## src/rtl/sad_window_accumulator.sv

```systemverilog
// SAD search engine: fetches frame/window pixel pairs via the address mux
// select, accumulates |frame - window| per candidate, and keeps the minimum.
module sad_window_accumulator #(
  parameter int unsigned PIXELS = 16
) (
  input  logic        Clk,
  input  logic        Reset,
  input  logic        Start,
  input  logic [15:0] NumCandidates,
  input  logic        DataValid,
  input  logic [31:0] DataIn,
  output logic        Sel,
  output logic [15:0] PixelIdx,
  output logic [15:0] CandIdx,
  output logic        Busy,
  output logic        Done,
  output logic [31:0] MinSad,
  output logic [15:0] MinIndex
);

  typedef enum logic [2:0] {
    IDLE,
    FETCH_F,
    FETCH_W,
    COMPARE,
    DONE
  } state_t;

  localparam logic [15:0] LAST_PIX = 16'(PIXELS - 1);

  state_t      state_q, state_d;
  logic        sel_q, sel_d;
  logic [15:0] pix_q, pix_d;
  logic [15:0] cand_q, cand_d;
  logic [15:0] num_q, num_d;
  logic [31:0] acc_q, acc_d;
  logic [31:0] frame_q, frame_d;
  logic [31:0] min_q, min_d;
  logic [15:0] minidx_q, minidx_d;

  logic signed [32:0] sub;
  logic [31:0]        diff;
  logic [32:0]        sum;
  logic [31:0]        acc_sat;

  // 33-bit difference cannot overflow; its magnitude always fits 32 bits.
  always_comb begin
    sub = $signed({frame_q[31], frame_q})
        - $signed({DataIn[31], DataIn});
    diff = sub[32] ? 32'(-sub) : 32'(sub);
    sum = {1'b0, acc_q} + {1'b0, diff};
    acc_sat = sum[32] ? 32'hFFFF_FFFF : sum[31:0];
  end

  always_comb begin
    state_d  = state_q;
    pix_d    = pix_q;
    cand_d   = cand_q;
    num_d    = num_q;
    acc_d    = acc_q;
    frame_d  = frame_q;
    min_d    = min_q;
    minidx_d = minidx_q;
    unique case (state_q)
      IDLE: begin
        if (Start) begin
          num_d    = NumCandidates;
          acc_d    = '0;
          pix_d    = '0;
          cand_d   = '0;
          min_d    = 32'hFFFF_FFFF;
          minidx_d = '0;
          state_d  = (NumCandidates == 16'd0)
                   ? DONE : FETCH_F;
        end
      end
      FETCH_F: begin
        if (DataValid) begin
          frame_d = DataIn;
          state_d = FETCH_W;
        end
      end
      FETCH_W: begin
        if (DataValid) begin
          acc_d = acc_sat;
          if (pix_q == LAST_PIX) begin
            state_d = COMPARE;
          end else begin
            pix_d   = pix_q + 16'd1;
            state_d = FETCH_F;
          end
        end
      end
      COMPARE: begin
        if (acc_q < min_q) begin
          min_d    = acc_q;
          minidx_d = cand_q;
        end
        acc_d = '0;
        pix_d = '0;
        if (cand_q == num_q - 16'd1) begin
          state_d = DONE;
        end else begin
          cand_d  = cand_q + 16'd1;
          state_d = FETCH_F;
        end
      end
      DONE: begin
        state_d = IDLE;
      end
      default: begin
        state_d = IDLE;
      end
    endcase
    sel_d = (state_d == FETCH_W);
  end

  always_ff @(posedge Clk) begin
    if (Reset) begin
      state_q  <= IDLE;
      sel_q    <= 1'b0;
      pix_q    <= '0;
      cand_q   <= '0;
      num_q    <= '0;
      acc_q    <= '0;
      frame_q  <= '0;
      min_q    <= 32'hFFFF_FFFF;
      minidx_q <= '0;
    end else begin
      state_q  <= state_d;
      sel_q    <= sel_d;
      pix_q    <= pix_d;
      cand_q   <= cand_d;
      num_q    <= num_d;
      acc_q    <= acc_d;
      frame_q  <= frame_d;
      min_q    <= min_d;
      minidx_q <= minidx_d;
    end
  end

  assign Sel      = sel_q;
  assign PixelIdx = pix_q;
  assign CandIdx  = cand_q;
  assign Busy     = (state_q != IDLE);
  assign Done     = (state_q == DONE);
  assign MinSad   = min_q;
  assign MinIndex = minidx_q;

endmodule

```

## config.mk

```make
export PLATFORM = sky130hd
export DESIGN_NAME = sad_window_accumulator
export DESIGN_NICKNAME = d
export VERILOG_FILES = /design/src/rtl/sad_window_accumulator.sv
export SDC_FILE = /design/constraint.sdc
export NUM_CORES = 1
export LEC_CHECK = 0
export CAP_MARGIN = 0
export CORE_MARGIN = 8
export CORE_UTILIZATION = 50
export DETAILED_ROUTE_END_ITERATION = 7
export MAX_ROUTING_LAYER = met4
export PLACE_DENSITY = 0.73
export SLEW_MARGIN = 20
export SYNTH_ARGS = -nofsm -noshare
export SYNTH_HDL_FRONTEND = slang
export SYNTH_SLANG_ARGS = --single-unit
export TNS_END_PERCENT = 5
```

## constraint.sdc

```tcl
create_clock -name Clk -period 11.4 [get_ports Clk]
set_input_delay 3.42 -clock Clk [delete_from_list [all_inputs] [get_ports Clk]]
set_output_delay 3.42 -clock Clk [all_outputs]
set_load 0.02 [all_outputs]
```

==> results_dict.tcl, run 1 <==
set metrics [dict create \
    route.met3.wl_um 1249 \
    timing.fmax_mhz 102.5 \
    cts.path.max_buffers 2 \
    fin_util_pct 59.50 \
    ys_async_sr_fraction_pct 0 \
    path_max_fanout 31 \
    yosysMostFrequentCell "nand2_1" \
    combPwrFrac_pct 25.5 \
    crit_type "in -> reg" \
    synthDominantCellAreaShare_pct 26.60 \
    multi_input_area_um2 8352 \
    num-nets-final 1860 \
    cts_buffers 17 \
    grt_usage_pct 20.95 \
    final.period_utilization_pct 85.55 \
    postCtsSetupBuffers 0 \
    dieArea_um2 29970 \
    reg2reg_setup_slack_ns 4.85 \
    hp-start "frame_q[16]" \
    drc_errors 0 \
    synth-xor-area-share_pct 8.303 \
    ys_seq_area_share_pct 26.60 \
    gp_congestion 0.8908 \
    tritoncts "yes" \
    cts_root_buf "clkbuf_16" \
    cellLeakagePower_nw 6.394 \
    status "complete, no violations" \
    setup_viol 0 \
    rr_startpoint "frame_q[11]" \
    synth_top_family_by_area "compound AO/OA/AOI/OAI gates" \
    setup_tns_ns 0 \
    syn_to_final_growth_pct 16.91 \
    cp_top_family "compound AO/OA/AOI/OAI gates" \
    vdd_ir_drop_max_mv 0.09098 \
    synth_edf_count 0 \
    p_sw_mw 0.5331 \
    startpoint_type "primary input" \
    first_iter_violations 786 \
    syn_nets 1785 \
    place_hpwl_um 23530 \
    rsz0062_at_grt "false" \
    synth_cell_types 81 \
    p_int_mw 1.124 \
    hold_path.class "reg -> reg" \
    syn-cell-area_um2 12340 \
    cpPeakStageDelay_ns 0.51 \
    fin_crit_ns 9.752 \
    start_util_pct 50.90 \
    drt-pass1-iter-count 5 \
    die_width_um 173.1 \
    synth_simple_gate_area_share_pct 23.80 \
    vias 11570 \
    vias_per_cell 5.669 \
    synth_compound_area_share_pct 24.35 \
    cp.arrival_ns 10.03 \
    cts.sinks 164 \
    h-tree-depth 4 \
    holdBufCountCts 0 \
    grt_pass1_vias 10923 \
    routedWlPerCell_um 15.38 \
    drt_wl_total_um 31390 \
    p_seq_share_pct 36.6 \
    slew_viol_final 0 \
    yosys_register_bits 164 \
    synthMuxAreaShare_pct 0.4055 \
    clockPowerShare_pct 37.9 \
    syn-instance-count 1629 \
    antennaDiodeCount 0 \
    worst_slew_pin_slew_ns 1.044 \
    required_ns 11.68 \
    ios 135 \
    cap_violations 0 \
    setup.worst_path.start "DataIn[11]" \
    drive_above_1_share_pct 4.252 \
    critPathBufInv 3 \
    fp.dieH_um 173.1 \
    row_count 57 \
    clock_latency_ns 0.44 \
    crit_path_frequent_cell "a21oi_1" \
    grt_overflow 0 \
    max-slew-margin-rel_pct 30.39 \
    synth_top_cell_by_area "dfxtp_1" \
    dr_wl_met2_um 14700 \
    clock_skew_ns 0.01965 \
    route.top_layer_used "met4" \
    crit_slowest_cell "nand2_1" \
    seqCellArea_um2 3283 \
    clk_pin_slew_worst_paths_ns 0.07 \
    syn_avg_cell_area_um2 7.576 \
    wirelength_met1_um 15090 \
    grt_pass1_wl_um 52720 \
    switching_share_pct 32.17 \
    synth_adder_area_share_pct 10.67 \
    port_buffers 134 \
    p_per_area_nw_per_um2 114.8 \
    cts.repair.resized 0 \
    fillerInstances 2223 \
    synthFlopType "dfxtp_1" \
    hold_viol 0 \
    antenna_found_initial 0 \
    ant_nets 0 \
    core_um2 24250 \
    yosysWarnings 0 \
    yosys-top-cells-count "nand2_1, a21oi_1, dfxtp_1" \
    grt_max_degree 87 \
    synth.area.top_cells "dfxtp_1, ha_1, a21oi_1" \
    critPathCaptureType "flop" \
]
-- cells in the final DEF (no fill, tap or decap), types with 19 or more instances in the layout --
cell type and n:
a21o_1 45, a211oi_1 20, nand2_1 216, nand3b_1 19, clkdlybuf4s50_1 133, o21ai_0 73
dfxtp_1 164, inv_1 97, nand4_1 26, nand3_1 27, ha_1 102, a31oi_1 21
xor2_1 55, xnor2_1 62, nor2_1 98, nor3_1 61, nor2b_1 43, o21bai_1 42
a21oi_1 176
-- worst min-delay path, delay by kind of cell (launching register included) --
family / cells / cell delay [ns]
flops: 1 / 0.31
simple gates: 1 / 0.05
compound gates: 1 / 0.05
-- cell families after synthesis --
logic type                 Yosys count
AOI/OAI and AO/OA                  468
xor gates and xnor gates           117
adders and majority gates          104
buffers and inverters              182
DFF                                164
muxes                                5
and+or+nand+nor                    589
-- path summary, 6_finish.rpt --
path | to | cells after the start
worst min-delay path | frame_q[16] | 2
worst max-delay path | acc_q[22] | 27
worst min register to register | frame_q[16] | 2
worst max register to register | acc_q[22] | 25
-- layer usage --
metal / GRT usage, % / up-vias
met2: 34.25 / 262
met5: - / -
met3: 3.311 / 30
li1: - / 5882
met1: 26.90 / 5396
met4: 4.671 / 0
-- state kept, by name, summed over array words and instances, names as in the netlist --
name / flops
num_q: 16
PixelIdx: 16
MinIndex: 16
frame_q: 32
CandIdx: 16
state_q: 3
Sel: 1
acc_q: 32
MinSad: 32
-- through the flow --
step | instance area [um2] | total power, mW | std cells | hold slack [ns] | setup slack, ns
global route | 14430 | 1.741 | 2041 | 0.4775 | 1.134
global placement | 13800 | 1.027 | 2009 | 0.4429 | 1.411
CTS | 14430 | 1.662 | 2041 | 0.4601 | 1.664
finish | 14430 | 1.657 | 2041 | 0.4590 | 1.648
detailed placement | 13800 | 1.036 | 2009 | 0.4506 | 1.232
floorplan | 12340 | 0.9367 | 1629 | 0.4363 | 2.857
-- cell type report --
type	count	share of cell area (%)
multi-input cells	1283	57.88
clock inverters	13	1.318
flip-flops and latches	164	22.75
repair buffers	141	9.643
clock buffers	19	3.070
well taps	324	2.810
inverters	97	2.523
-- power by group through the flow --
stage          registers (mW)  clock network (mW)  logic [mW]
6_report                0.607               0.628       0.422
5_1_grt                 0.609               0.663       0.468
4_1_cts                 0.607               0.636       0.420
3_5_place_dp            0.620                   0       0.416
3_3_place_gp            0.619                   0       0.408
2_1_floorplan           0.618                   0       0.319
Power figures use the tool's default switching activity.
==> inputs of run 2 (changes only) <==
Settings changed: CORE_MARGIN 8 to 4.
==> run 2 against run 1 <==
Net effect: total power down 2.0%; clock power shrank 4.9%; clock skew fell by 0.0062 ns; largest cell class unchanged; largest power group is now sequential cells.
==> results_dict.tcl, run 2 (same netlist as run 1, synthesis figures left out) <==
set metrics [dict create \
    num-nets-final 1860 \
    fin_cells 2041 \
    max-slew-margin-rel_pct 34.54 \
    drt-pass1-iter-count 5 \
    drc_errors 0 \
    slew_viol_final 0 \
    layout_common_cells "nand2_1, a21oi_1, dfxtp_1, clkdlybuf4s50_1, ha_1" \
    syn_to_final_growth_pct 16.66 \
    vias 11554 \
    path_max_fanout 31 \
    reg2reg_setup_slack_ns 4.69 \
    dp_cells 2009 \
    startpoint_type "primary input" \
    vias_per_cell 5.661 \
    antennaDiodeCount 0 \
    postCtsSetupBuffers 0 \
    status "complete, no violations" \
    gp_congestion 0.9087 \
    clock_skew_ns 0.01343 \
    p_per_area_nw_per_um2 112.8 \
    place_hpwl_um 23310 \
    setup_viol 0 \
    holdBufCountCts 0 \
    cts.repair.resized 0 \
    grt_pass1_vias 10834 \
    rr_endpoint "acc_q[22]" \
    cp.arrival_ns 10.12 \
    cts_root_buf "clkbuf_16" \
    timing.fmax_mhz 101.5 \
    worstHoldPathCells 2 \
    cellLeakagePower_nw 6.366 \
    drt_wl_total_um 31190 \
    ios 135 \
    port_buffers 134 \
    cpPeakStageDelay_ns 0.54 \
    final.period_utilization_pct 86.46 \
    rsz0062_at_grt "false" \
    crit_type "in -> reg" \
    required_ns 11.66 \
    core_um2 24320 \
    cap_violations 0 \
    dieArea_um2 27260 \
    worst_slew_pin_slew_ns 0.9820 \
    cts_buffers 17 \
    drive_above_1_share_pct 4.310 \
    clk_pin_slew_worst_paths_ns 0.07 \
    hold_path.class "reg -> reg" \
    start_util_pct 50.75 \
    die_width_um 165.1 \
    first_iter_violations 711 \
    routedWlPerCell_um 15.28 \
    final_common_cell "nand2_1" \
    rr_worst_depth 26 \
    antenna_found_initial 0 \
    rr_startpoint "frame_q[0]" \
    tritoncts "yes" \
    hold_viol 0 \
    row_count 57 \
    ant_nets 0 \
    hold_end "frame_q[11]" \
    setup_tns_ns 0 \
    critPathCaptureType "flop" \
    h-tree-depth 4 \
    cts.path.max_buffers 2 \
    crit_slowest_cell "nand2_1" \
    grt_pass1_wl_um 52560 \
    fin_crit_ns 9.857 \
    grt_usage_pct 23.65 \
    grt_overflow 0 \
    hp-start "frame_q[11]" \
    cts.sinks 164 \
    clock_latency_ns 0.43 \
    grt_max_degree 96 \
    vdd_ir_drop_max_mv 0.08784 \
    fp.dieH_um 165.1 \
]
==> run 2: cell types whose count changed in the layout (fill, tap and decap cells not counted), sizes merged <==
cell	previous run	this run
bufinv	3	2
clkbuf	19	18
clkinvlp	0	4
inv	103	101
==> run 2: how the worst max path moves through the flow <==
stage | slack, ns | startpoint | cells after the start | to
6_report | 1.54 | DataIn[11] | 26 | acc_q[22]
5_1_grt | 0.97 | DataIn[11] | 26 | acc_q[22]
4_1_cts | 1.64 | DataIn[11] | 26 | acc_q[22]
3_5_place_dp | 1.20 | DataIn[11] | 26 | acc_q[22]
3_3_place_gp | 1.39 | DataIn[11] | 26 | acc_q[30]
2_1_floorplan | 2.86 | DataIn[0] | 27 | acc_q[29]
==> run 2: worst max-delay path: cells and delay by family <==
kind                       cells  cell delay (ns)
AOI/OAI and AO/OA             17             3.97
and+or+nand+nor                4             1.13
adders and majority gates      2             0.88
buffers and inverters          3             0.72
==> run 2: layer usage <==
metal | routed length, um | part of all wire, % | track usage, % | up-vias
met5 | 0 | 0 | - | -
met4 | 401 | 1.3 | 5.444 | 0
met3 | 1211 | 3.9 | 3.152 | 28
met2 | 14430 | 46 | 38.12 | 242
met1 | 15150 | 49 | 31.77 | 5403
li1 | - | - | - | 5881
==> run 2: per-stage QoR <==
stage | hold WS (ns) | worst slack [ns] | total power, mW | util, % | instance area (um2)
2_1_floorplan | 0.4363 | 2.857 | 0.9367 | - | 12340
3_3_place_gp | 0.4427 | 1.388 | 1.028 | 56.73 | 13800
3_5_place_dp | 0.4524 | 1.197 | 1.036 | 56.73 | 13800
4_1_cts | 0.4626 | 1.638 | 1.631 | 59.20 | 14400
5_1_grt | 0.4791 | 0.9677 | 1.709 | 59.20 | 14400
6_report | 0.4595 | 1.543 | 1.624 | 59.20 | 14400
==> run 2: final cells by class <==
cell class | instances | area [um2]
sequential | 164 | 3283
timing repair buffer | 141 | 1391
fill | 2229 | 9922
tap | 324 | 405.4
clock inverter | 14 | 171.4
clock buffer | 18 | 429.2
inverter | 97 | 364.1
multi-input combinational | 1283 | 8353
==> run 2: power breakdown <==
group	switching [mW]	internal, mW	leakage, nW	total (mW)
clock	0.267	0.330	0.281	0.597
combinational	0.245	0.175	4.76	0.420
sequential	0.0182	0.589	1.33	0.607
==> inputs of run 3 (changes only) <==
Settings changed: GPL_ROUTABILITY_DRIVEN from default to 0.
==> run 3 against run 2 <==
Net effect: die area unchanged; routed wire length decreased by 2.0%; flip-flop and latch count unchanged; via count decreased by 0.80%; sequential share of layout area about the same; critical path depth unchanged; register-to-register slack improved by 0.10 ns; global-route usage decreased by 0.97 points; highest routed layer unchanged; critical endpoint is now acc_q[30]; largest power group unchanged; fmax increased by 0.30%; non-clock buffer count unchanged.
==> results_dict.tcl, run 3 (same netlist as run 1, synthesis figures left out) <==
set metrics [dict create \
    grt_pass1_wl_um 50660 \
    vdd_ir_drop_max_mv 0.08930 \
    clock_latency_ns 0.44 \
    cp_top_family "compound AO/OA/AOI/OAI gates" \
    grt_pass1_vias 10559 \
    start_util_pct 50.75 \
    fin_crit_ns 9.827 \
    fin_cells 2041 \
    cts.repair.resized 0 \
    grt_max_degree 83 \
    syn_to_final_growth_pct 16.41 \
    crit_path_end "acc_q[30]" \
    cts.sinks 164 \
    rr_startpoint "frame_q[11]" \
    met2_usage_pct 36.43 \
    rsz0062_at_grt "false" \
    max-slew-margin-rel_pct 31.14 \
    reg2reg_setup_slack_ns 4.79 \
    clock_skew_ns 0.01507 \
    tritoncts "yes" \
    setup_viol 0 \
    postCtsSetupBuffers 0 \
    p_per_area_nw_per_um2 110.8 \
    hold_viol 0 \
    drc_errors 0 \
    drt-pass1-iter-count 5 \
    busiest_layer "met2" \
    crit_slowest_cell "nand2_1" \
    setup.worst_path.start "DataIn[11]" \
    rr_worst_depth 24 \
    cts_buffers 17 \
    cpPeakStageDelay_ns 0.49 \
    rr_endpoint "acc_q[30]" \
    path_max_fanout 31 \
    grt_usage_pct 22.68 \
    num-nets-final 1860 \
    grt_overflow 0 \
    port_buffers 134 \
    use_met3_pct 2.978 \
    ios 135 \
    final.period_utilization_pct 86.20 \
    cts.path.max_buffers 2 \
    clk_pin_slew_worst_paths_ns 0.07 \
    ant_nets 0 \
    status "complete, no violations" \
    crit_type "in -> reg" \
    slew_viol_final 0 \
    critPathBufInv 3 \
    critPathCaptureType "flop" \
    grtUsageMet1_pct 30.71 \
    setup_tns_ns 0 \
    drive_above_1_share_pct 4.310 \
    drt_wl_total_um 30570 \
    first_iter_violations 713 \
    antenna_found_initial 0 \
    cts_root_buf "clkbuf_16" \
    vias_per_cell 5.616 \
    hold_ws_ns 0.4566 \
    routedWlPerCell_um 14.98 \
    required_ns 11.68 \
    fp.dieH_um 165.1 \
    startpoint_type "primary input" \
    holdBufCountCts 0 \
    antennaDiodeCount 0 \
    row_count 57 \
    dieArea_um2 27260 \
    timing.fmax_mhz 101.8 \
    cellLeakagePower_nw 6.365 \
    place_hpwl_um 23000 \
    fin_util_pct 59.08 \
    die_width_um 165.1 \
    vias 11462 \
    h-tree-depth 4 \
    dp_cells 2009 \
    cap_violations 0 \
    cp.arrival_ns 10.11 \
    crit_cells 26 \
    layout_common_cells "nand2_1, a21oi_1, dfxtp_1, clkdlybuf4s50_1, ha_1" \
    hold_path.class "reg -> reg" \
    final_common_cell "nand2_1" \
    core_um2 24320 \
    worst_slew_pin_slew_ns 1.033 \
]
-- run 3: cell types whose count changed in the layout (fill, tap and decap cells not counted), sizes merged --
cell,delta
bufinv,-2
clkbuf,-1
clkinv,+3
clkinvlp,-3
inv,+3
-- run 3: metal layers --
metal / part of all wire (%) / vias up / wire [um]
met5: 0 / - / 0
met4: 1.2 / 0 / 372
met3: 4.5 / 29 / 1382
met2: 45 / 253 / 13870
met1: 49 / 5305 / 14950
li1: - / 5875 / -
-- run 3: power breakdown --
part	switching [mW]	total, mW	internal, mW
registers	0.0182	0.607	0.589
logic	0.245	0.420	0.175
clock network	0.275	0.564	0.290
total	0.538	1.59	1.05
-- run 3: through the flow --
| stage | total power [mW] | cell area, um2 | setup WS (ns) |
|---|---|---|---|
| final | 1.591 | 14370 | 1.573 |
| after global placement | 1.027 | 13800 | 1.437 |
| after global routing | 1.678 | 14370 | 0.9430 |
| after detailed placement | 1.035 | 13800 | 1.154 |
| after floorplan | 0.9367 | 12340 | 2.857 |
| after CTS | 1.598 | 14370 | 1.610 |
-- run 3: worst min-delay path by stage --
stage / from / endpoint / cells after the start
finish: frame_q[0] / frame_q[0] / 2
global route: frame_q[9] / frame_q[9] / 2
CTS: frame_q[0] / frame_q[0] / 2
detailed placement: frame_q[0] / frame_q[0] / 2
global placement: frame_q[0] / frame_q[0] / 2
floorplan: frame_q[0] / frame_q[0] / 2
-- run 3: worst reg2reg max path, delay by kind of cell (launching register included) --
family,cells,cell delay [ns]
AO/OA/AOI/OAI,17,4.00
adder cells (fa/ha/maj),2,0.88
buffers and inverters,1,0.20
flip-flops,1,0.32
AND/OR/NAND/NOR,4,1.07
-- run 3: final cells by class --
type	count	area, um2
multi-input cells	1283	8352
clock inverters	15	146.4
flip-flops and latches	164	3283
well taps	324	405.4
repair buffers	141	1391
clock buffers	17	425.4
inverters	97	364.1
fillers	2231	9952
